==> src/rtl/distance_echo.sv <==
// rtl/distance_echo.sv - ultrasonic echo receiver: times the echo pulse and reports whole centimetres; optional DISTANCE_AVG_EN averages the last 4 results
module distance_echo #(
   parameter int CYC_PER_CM   = 7250,
   parameter int MAX_CM       = 400,
   parameter int ARM_TIMEOUT  = 125000,
   parameter int ECHO_TIMEOUT = 3000000
) (
   input  logic       clk,
   input  logic       rst,
   input  logic       trig_sig,
   input  logic       echo,
   output logic [9:0] distance,
   output logic       dist_valid,
   output logic       timeout,
   output logic       busy
);

   localparam logic [21:0] ARM_LAST  = 22'(ARM_TIMEOUT - 1);
   localparam logic [21:0] ECHO_LAST = 22'(ECHO_TIMEOUT - 1);
   localparam logic [12:0] PRE_LAST  = 13'(CYC_PER_CM - 1);
   localparam logic [9:0]  CM_MAX    = 10'(MAX_CM);

   typedef enum logic [1:0] {S_IDLE, S_ARMED, S_MEASURE} state_t;

   state_t      state_q, state_d;
   logic        echo_meta_q, echo_s_q, echo_s_prev_q, trig_prev_q;
   logic [21:0] wait_cnt_q, wait_cnt_d;
   logic [12:0] pre_cnt_q, pre_cnt_d;
   logic [9:0]  cm_cnt_q, cm_cnt_d;
   logic        timeout_q, timeout_d;
   logic        res_valid_d;
   logic        count_en;
   logic [9:0]  distance_q;
   logic        dist_valid_q;
   logic        trig_fall, echo_rise, echo_fall;

   assign trig_fall = trig_prev_q & ~trig_sig;
   assign echo_rise = echo_s_q & ~echo_s_prev_q;
   assign echo_fall = ~echo_s_q & echo_s_prev_q;

   // Echo synchronizer plus the delayed copies used for edge detection
   always_ff @(posedge clk) begin
      if (rst) begin
         echo_meta_q   <= 1'b0;
         echo_s_q      <= 1'b0;
         echo_s_prev_q <= 1'b0;
         trig_prev_q   <= 1'b0;
      end else begin
         echo_meta_q   <= echo;
         echo_s_q      <= echo_meta_q;
         echo_s_prev_q <= echo_s_q;
         trig_prev_q   <= trig_sig;
      end
   end

   // State register with the timing counters and the timeout strobe
   always_ff @(posedge clk) begin
      if (rst) begin
         state_q    <= S_IDLE;
         wait_cnt_q <= '0;
         pre_cnt_q  <= '0;
         cm_cnt_q   <= '0;
         timeout_q  <= 1'b0;
      end else begin
         state_q    <= state_d;
         wait_cnt_q <= wait_cnt_d;
         pre_cnt_q  <= pre_cnt_d;
         cm_cnt_q   <= cm_cnt_d;
         timeout_q  <= timeout_d;
      end
   end

   // Next state and counter updates; a trigger fall always wins over timeouts
   always_comb begin
      state_d     = state_q;
      wait_cnt_d  = wait_cnt_q;
      pre_cnt_d   = pre_cnt_q;
      cm_cnt_d    = cm_cnt_q;
      timeout_d   = 1'b0;
      res_valid_d = 1'b0;
      count_en    = 1'b0;
      case (state_q)
         S_IDLE: begin
            if (trig_fall) begin
               state_d    = S_ARMED;
               wait_cnt_d = '0;
               pre_cnt_d  = '0;
               cm_cnt_d   = '0;
            end
         end
         S_ARMED: begin
            if (trig_fall) begin
               wait_cnt_d = '0;
               pre_cnt_d  = '0;
               cm_cnt_d   = '0;
            end else if (echo_rise) begin
               // The rise cycle is itself echo-high time, so it is counted here
               state_d    = S_MEASURE;
               wait_cnt_d = '0;
               count_en   = 1'b1;
            end else if (wait_cnt_q == ARM_LAST) begin
               state_d   = S_IDLE;
               timeout_d = 1'b1;
            end else begin
               wait_cnt_d = wait_cnt_q + 22'd1;
            end
         end
         S_MEASURE: begin
            if (trig_fall) begin
               state_d    = S_ARMED;
               wait_cnt_d = '0;
               pre_cnt_d  = '0;
               cm_cnt_d   = '0;
            end else if (echo_fall) begin
               state_d     = S_IDLE;
               res_valid_d = 1'b1;
            end else if (wait_cnt_q == ECHO_LAST && echo_s_q) begin
               state_d   = S_IDLE;
               timeout_d = 1'b1;
            end else begin
               wait_cnt_d = wait_cnt_q + 22'd1;
               count_en   = echo_s_q;
            end
         end
         default: state_d = S_IDLE;
      endcase
      if (count_en) begin
         if (pre_cnt_q == PRE_LAST) begin
            pre_cnt_d = '0;
            if (cm_cnt_q != CM_MAX) begin
               cm_cnt_d = cm_cnt_q + 10'd1;
            end
         end else begin
            pre_cnt_d = pre_cnt_q + 13'd1;
         end
      end
   end

   // Outputs decoded from the current state
   always_comb begin
      busy = (state_q != S_IDLE);
   end

`ifdef DISTANCE_AVG_EN
   logic [9:0]  hist_q [4];
   logic        avg_pend_q;
   logic [11:0] sum;

   assign sum = 12'(hist_q[0]) + 12'(hist_q[1]) + 12'(hist_q[2]) + 12'(hist_q[3]);

   // Four-deep result history; the average is published one cycle after a new entry
   always_ff @(posedge clk) begin
      if (rst) begin
         hist_q[0]    <= '0;
         hist_q[1]    <= '0;
         hist_q[2]    <= '0;
         hist_q[3]    <= '0;
         avg_pend_q   <= 1'b0;
         distance_q   <= '0;
         dist_valid_q <= 1'b0;
      end else begin
         avg_pend_q   <= res_valid_d;
         dist_valid_q <= avg_pend_q;
         if (res_valid_d) begin
            hist_q[0] <= cm_cnt_q;
            hist_q[1] <= hist_q[0];
            hist_q[2] <= hist_q[1];
            hist_q[3] <= hist_q[2];
         end
         if (avg_pend_q) begin
            distance_q <= 10'(sum >> 2);
         end
      end
   end
`else
   // Raw result register, loaded when the echo falls
   always_ff @(posedge clk) begin
      if (rst) begin
         distance_q   <= '0;
         dist_valid_q <= 1'b0;
      end else begin
         dist_valid_q <= res_valid_d;
         if (res_valid_d) begin
            distance_q <= cm_cnt_q;
         end
      end
   end
`endif

   assign distance   = distance_q;
   assign dist_valid = dist_valid_q;
   assign timeout    = timeout_q;

endmodule

==> config.mk <==
export PLATFORM = sky130hd
export DESIGN_NAME = distance_echo
export DESIGN_NICKNAME = d
export VERILOG_FILES = /design/src/rtl/distance_echo.sv
export SDC_FILE = /design/constraint.sdc
export NUM_CORES = 1
export LEC_CHECK = 0
export CAP_MARGIN = 10
export CORE_ASPECT_RATIO = 1.25
export CORE_MARGIN = 3
export CORE_UTILIZATION = 60
export DETAILED_ROUTE_END_ITERATION = 10
export HOLD_SLACK_MARGIN = 0.05
export PLACE_DENSITY = 0.79
export SLEW_MARGIN = 10
export SYNTH_ARGS = -nofsm -noshare
export SYNTH_HDL_FRONTEND = slang
export SYNTH_SLANG_ARGS = --single-unit
==> constraint.sdc <==
create_clock -name clk -period 3.7 [get_ports clk]
set_clock_uncertainty 0.2 [all_clocks]
set_input_delay 0.37 -clock clk [delete_from_list [all_inputs] [get_ports clk]]
set_output_delay 0.37 -clock clk [all_outputs]
set_load 0.02 [all_outputs]
==> results of run 1 <==
[worst reg2reg max path: stages, from the launching register on]
cell and delay [ns]:
dfxtp_1 0.38, inv_1 0.08, ha_1 0.27, or3b_2 0.23, o311ai_0 0.27, a211oi_1 0.99
nand2_1 0.36, o32ai_1 0.37
[report_power, final]
part | internal (W) | switching (W)
sequential | 0.000682 | 0.00000385
combinational | 0.0000430 | 0.0000977
clock | 0.000308 | 0.000271
total | 0.00103 | 0.000372
[final cells by class]
| class | count | area (sq um) |
|---|---|---|
| multi-input combinational | 329 | 2070 |
| fill | 478 | 1680 |
| sequential | 63 | 1260 |
| timing repair buffer | 21 | 198 |
| clock buffer | 10 | 128 |
| tap | 64 | 80.1 |
| clock inverter | 6 | 61.3 |
| inverter | 11 | 41.3 |
[state kept, by name (all words and copies together), names as in the netlist]
register	flops
pre_cnt_q	13
wait_cnt_q	22
echo_s_prev_q	1
cm_cnt_q	10
trig_prev_q	1
dist_valid	1
echo_meta_q	1
distance	10
timeout	1
state_q	2
echo_s_q	1
[metrics by stage]
step	power, W	util, %
final	0.00141	69.6
after global routing	0.00147	69.6
after CTS	0.00142	69.6
after detailed placement	0.000841	66.2
after global placement	0.000838	66.2
after floorplan	0.000814	-
[kinds of logic (layout without fill, tap and decap cells)]
family / count (synthesis) / count (layout) / share of synthesized area (%)
simple gates: 200 / 200 / 31.7
fa+ha+maj: 9 / 9 / 3.24
flops: 63 / 63 / 36.3
buf+inv: 30 / 48 / 4.25
mux: 10 / 10 / 2.88
compound gates: 108 / 108 / 21.1
xor+xnor: 2 / 2 / 0.504
[layout by cell type (no fill, tap or decap), types with 3 or more instances in the layout]
| cell type | count |
|---|---|
| buf_4 | 5 |
| or4b_2 | 3 |
| nand2_1 | 43 |
| ha_1 | 9 |
| or3_1 | 5 |
| clkinv_2 | 3 |
| a21o_1 | 11 |
| nor2_1 | 40 |
| a311oi_1 | 3 |
| dfxtp_1 | 63 |
| o21ai_0 | 16 |
| nand4_1 | 4 |
| o21ai_1 | 3 |
| a211oi_1 | 3 |
| a211o_1 | 6 |
| clkdlybuf4s50_1 | 16 |
| nand3b_1 | 4 |
| nor2b_1 | 5 |
| and3_1 | 13 |
| o211ai_1 | 5 |
| nor4_1 | 8 |
| o32ai_1 | 3 |
| nand3_1 | 19 |
| nor3b_1 | 6 |
| nor3_1 | 17 |
| o2bb2ai_1 | 3 |
| inv_1 | 11 |
| a31oi_1 | 8 |
| clkbuf_8 | 9 |
| nand2b_1 | 9 |
| mux2i_1 | 10 |
| nand4b_1 | 3 |
| a21oi_1 | 26 |
[metal layers]
layer / wire length (um) / vias up / share of wire (%) / GRT usage (%)
met5: 0 / - / 0 / 0
met4: 212 / 0 / 2.6 / 11.3
met3: 480 / 22 / 5.8 / 8.08
met2: 4330 / 119 / 52 / 43.4
met1: 3290 / 1557 / 40 / 32.8
li1: - / 1600 / - / -
[worst max path at each step]
stage,start,endpoint,slack (ns)
2_1_floorplan,state_q[0],wait_cnt_q[10],1.14
3_3_place_gp,trig_sig,wait_cnt_q[10],0.36
3_5_place_dp,trig_sig,wait_cnt_q[10],0.25
4_1_cts,state_q[0],wait_cnt_q[10],0.54
5_1_grt,state_q[0],wait_cnt_q[10],0.20
6_report,state_q[0],wait_cnt_q[10],0.48
==> flow_metrics.env, run 1 <==
export IMPL_drt_initial_drc_count=310
export IMPL_synth_common_cells="63 x dfxtp_1, 43 x nand2_1, 40 x nor2_1, 26 x a21oi_1, 19 x nand3_1"
export IMPL_avgSynthCellArea_sq_um=8.24
export IMPL_grt_start_max_net_pins=35
export IMPL_synth_top_flop_cell="dfxtp_1"
export IMPL_clk_path_buf_depth=2
export IMPL_dp_hpwl_mm=5.88
export IMPL_synth_edf_count=0
export IMPL_placeableCoreArea_sq_um=5520
export IMPL_yosysMostFrequentCell="dfxtp_1"
export IMPL_overflow=0
export IMPL_period_minus_slack_ns=3.22
export IMPL_max_freq_mhz=310
export IMPL_crit_path_end_kind="register"
export IMPL_drc_errors=0
export IMPL_detail_route_antenna_nets=0
export IMPL_drt_wl_total_mm=8.30
export IMPL_fin_nets=448
export IMPL_place_congestion=0.887
export IMPL_ys_top_cells_by_area="dfxtp_1 36%, nand2_1 4.6%, nor2_1 4.3%"
export IMPL_slowest_stage="a211oi_1"
export IMPL_async_flop_share_pct=0
export IMPL_cts_inserted_buffers=9
export IMPL_synth_seq_cells=63
export IMPL_setup_violations=0
export IMPL_cp_cell_sequence="inv_1 -> ha_1 -> or3b_2 -> o311ai_0 -> a211oi_1 -> nand2_1 -> o32ai_1"
export IMPL_clock_sinks=63
export IMPL_ir_drop_uv=234
export IMPL_cp_max_fo=8
export IMPL_dp_cells=488
export IMPL_whs_ns=0.254
export IMPL_post_cts_buffers=0
export IMPL_synth_nets=435
export IMPL_grt_total_usage_pct=27.0
export IMPL_hp_start="echo_meta_q"
export IMPL_holdPathEnd="echo_s_q"
export IMPL_die_w_um=74.1
export IMPL_fin_area_sq_um=3840
export IMPL_drt_first_pass_iters=6
export IMPL_arrival_ns=3.28
export IMPL_die_area_sq_um=6750
export IMPL_cap_violations=0
export IMPL_syn_inst=422
export IMPL_place_ws_ns=0.254
export IMPL_grt_setup_unrepaired="false"
export IMPL_required_ns=3.75
export IMPL_cpPeakStageDelay_ns=0.99
export IMPL_p_leak_nw=1.47
export IMPL_worst_slew_pin_slew_ns=1.11
export IMPL_cp_depth=7
export IMPL_crit_family="compound AO/OA/AOI/OAI gates"
export IMPL_path_clk_slew_ns=0.07
export IMPL_wl_per_cell_um=16.5
export IMPL_r2r_slack_ns=0.48
export IMPL_start_util_pct=63.0
export IMPL_slew_viol_final=0
export IMPL_insertion_delay_ns=0.35
export IMPL_ctsHoldBuffers=0
export IMPL_port_buffers=16
export IMPL_placed_area_sq_um=3650
export IMPL_routed_via_density=6.54
export IMPL_powerDensity_nw_per_um2=366
export IMPL_num_vias=3298
export IMPL_yosysTopAreaCell="dfxtp_1"
export IMPL_yosys_area_top_type_share_pct=36.3
export IMPL_tns_ns=0
export IMPL_worstHoldPathCells=1
export IMPL_die_h_um=91.1
export IMPL_timing_rr_start="state_q[0]"
export IMPL_clockRootBuffer="clkbuf_8"
export IMPL_tritoncts="built"
export IMPL_netlist_area_sq_um=3480
export IMPL_antennaDiodeCount=0
export IMPL_outcome="finished clean"
export IMPL_ys_warn_count=0
export IMPL_core_rowCount=30
export IMPL_cts_max_level=3
export IMPL_grt_pass1_vias=3076
export IMPL_path_buf_inv=1
export IMPL_ys_types=66
export IMPL_antenna_found_initial=0
export IMPL_start_kind="register"
export IMPL_yosysSeqAreaShare_pct=36.3
export IMPL_drive_gt1_share_pct=8.64
export IMPL_cts_resized=0
export IMPL_path_class="register to register"
export IMPL_layoutNonFillerInstCount=504
export IMPL_syn_to_final_growth_pct=10.5
export IMPL_grt_first_pass_wirelength_mm=14.3
export IMPL_hp_class="register to register"
export IMPL_r2r_cells=7
export IMPL_slew_headroom_pct=25.6
export IMPL_setup_slack_ns=0.477
export IMPL_pin_count=17
export IMPL_fin_crit_sh_pct=87.1
export IMPL_hold_violations=0
export IMPL_worst_r2r_endpoint="wait_cnt_q[10]"
Note: power is estimated with default switching activity, not from simulation.
==> run 2: changes to the inputs <==
- CAP_MARGIN: 10 -> 5
- CTS_BUF_LIST: unset -> sky130_fd_sc_hd__clkbuf_8
==> run 2 against run 1 <==
Net effect:
- sequential power about the same
- flip-flop and latch count stayed put
- via count down 0.64%
- cell area is the same
- final cell count unchanged
- non-clock buffer count is the same
- utilization is the same
- fmax is 0.74% lower
- combinational power about the same
- setup slack got worse by 0.024 ns
==> flow_metrics.env, run 2 (synthesized netlist as in run 1, its figures left out) <==
export IMPL_powerDensity_nw_per_um2=366
export IMPL_routed_top_layer="met4"
export IMPL_m1WireLength_mm=3.34
export IMPL_tns_ns=0
export IMPL_outcome="finished clean"
export IMPL_slew_headroom_pct=24.5
export IMPL_crit_path_end_kind="register"
export IMPL_worst_slew_pin_slew_ns=1.13
export IMPL_drive_gt1_share_pct=8.64
export IMPL_clockRootBuffer="clkbuf_8"
export IMPL_start_kind="register"
export IMPL_slowest_stage="a211oi_1"
export IMPL_port_buffers=16
export IMPL_drt_wl_total_mm=8.35
export IMPL_antenna_found_initial=0
export IMPL_wl_met3_um=478
export IMPL_setup_violations=0
export IMPL_largest_reg_flops=22
export IMPL_multiInputGateArea_sq_um=2070
export IMPL_hold_violations=0
export IMPL_cts_max_level=3
export IMPL_cts_inserted_buffers=9
export IMPL_fin_nets=448
export IMPL_final_common_cell="dfxtp_1"
export IMPL_top_regs="wait_cnt_q: 22 flops, pre_cnt_q: 13 flops"
export IMPL_regArea_sq_um=1260
export IMPL_overflow=0
export IMPL_drc_errors=0
export IMPL_grt_start_max_net_pins=35
export IMPL_required_ns=3.75
export IMPL_place_congestion=0.887
export IMPL_cts_resized=0
export IMPL_fill_cells=478
export IMPL_cp_cell_sequence="inv_1 -> ha_1 -> or3b_2 -> o311ai_0 -> a211oi_1 -> nand2_1 -> o32ai_1"
export IMPL_num_vias=3277
export IMPL_syn_to_final_growth_pct=10.5
export IMPL_grt_pass1_vias=3078
export IMPL_path_class="register to register"
export IMPL_antennaDiodeCount=0
export IMPL_grt_total_usage_pct=27.0
export IMPL_start_util_pct=63.0
export IMPL_arrival_ns=3.30
export IMPL_detail_route_antenna_nets=0
export IMPL_drt_first_pass_iters=5
export IMPL_dp_hpwl_mm=5.88
export IMPL_grt_setup_unrepaired="false"
export IMPL_cp_max_fo=8
export IMPL_max_freq_mhz=308
export IMPL_routed_via_density=6.50
export IMPL_clk_path_buf_depth=2
export IMPL_cap_violations=0
export IMPL_slew_viol_final=0
export IMPL_hp_class="register to register"
export IMPL_die_w_um=74.1
export IMPL_wl_per_cell_um=16.6
export IMPL_post_cts_buffers=0
export IMPL_cpPeakStageDelay_ns=1.00
export IMPL_placeableCoreArea_sq_um=5520
export IMPL_period_minus_slack_ns=3.25
export IMPL_die_h_um=91.1
export IMPL_wl_met2_mm=4.36
export IMPL_die_area_sq_um=6750
export IMPL_final_cell_mix="63 x dfxtp_1, 43 x nand2_1, 40 x nor2_1, 26 x a21oi_1, 19 x nand3_1"
export IMPL_core_rowCount=30
export IMPL_clock_sinks=63
export IMPL_tritoncts="built"
export IMPL_path_clk_slew_ns=0.07
export IMPL_pin_count=17
export IMPL_insertion_delay_ns=0.35
export IMPL_power_total_w=0.00141
export IMPL_drt_initial_drc_count=291
export IMPL_ctsHoldBuffers=0
export IMPL_grt_first_pass_wirelength_mm=14.3
export IMPL_ir_drop_uv=235
export IMPL_fin_crit_sh_pct=87.8
export IMPL_largest_register="wait_cnt_q"
export IMPL_p_leak_nw=1.48
[run 2: changes by cell type in the layout (fill, tap and decap cells not counted), sizes merged]
cell    previous run  this run
clkbuf            10         9
inv               11        12
[run 2: final timing paths]
path,startpoint,to,slack [ns],depth (start not counted)
max,state_q[0],wait_cnt_q[10],0.45,7
min reg2reg,echo_meta_q,echo_s_q,0.25,1
max reg2reg,state_q[0],wait_cnt_q[10],0.45,7
min,echo_meta_q,echo_s_q,0.25,1
[run 2: through the flow]
step | worst slack (ns) | cell area [sq um] | instances | hold slack, ns | utilization, %
2_1_floorplan | 1.14 | 3480 | 422 | 0.214 | -
3_3_place_gp | 0.358 | 3650 | 488 | 0.235 | 66.2
3_5_place_dp | 0.254 | 3650 | 488 | 0.249 | 66.2
4_1_cts | 0.535 | 3840 | 504 | 0.260 | 69.6
5_1_grt | 0.204 | 3840 | 504 | 0.269 | 69.6
6_report | 0.453 | 3840 | 504 | 0.254 | 69.6
[run 2: worst max-delay path, delay by kind of cell (launching register included)]
family / cells / cell delay, ns
compound gates: 3 / 1.64
simple gates: 2 / 0.59
flops: 1 / 0.38
fa+ha+maj: 1 / 0.27
buf+inv: 1 / 0.08
[run 2: layout make-up]
cell class	count	share of cell area, %
inverter	11	1.07
tap	64	2.08
multi-input combinational	329	54.0
clock inverter	7	1.69
sequential	63	32.8
timing repair buffer	21	5.14
clock buffer	9	3.22
[run 2: power by group]
| part | total (W) | switching, W | internal [W] |
|---|---|---|---|
| logic | 0.000141 | 0.0000984 | 0.0000430 |
| clock network | 0.000578 | 0.000273 | 0.000306 |
| registers | 0.000686 | 0.00000388 | 0.000682 |
| total | 0.00141 | 0.000375 | 0.00103 |
[run 2: layer usage]
metal / track usage, % / vias to the layer above
met3: 8.08 / 14
met5: 0 / -
met2: 43.4 / 117
li1: - / 1599
met4: 11.3 / 0
met1: 32.8 / 1547
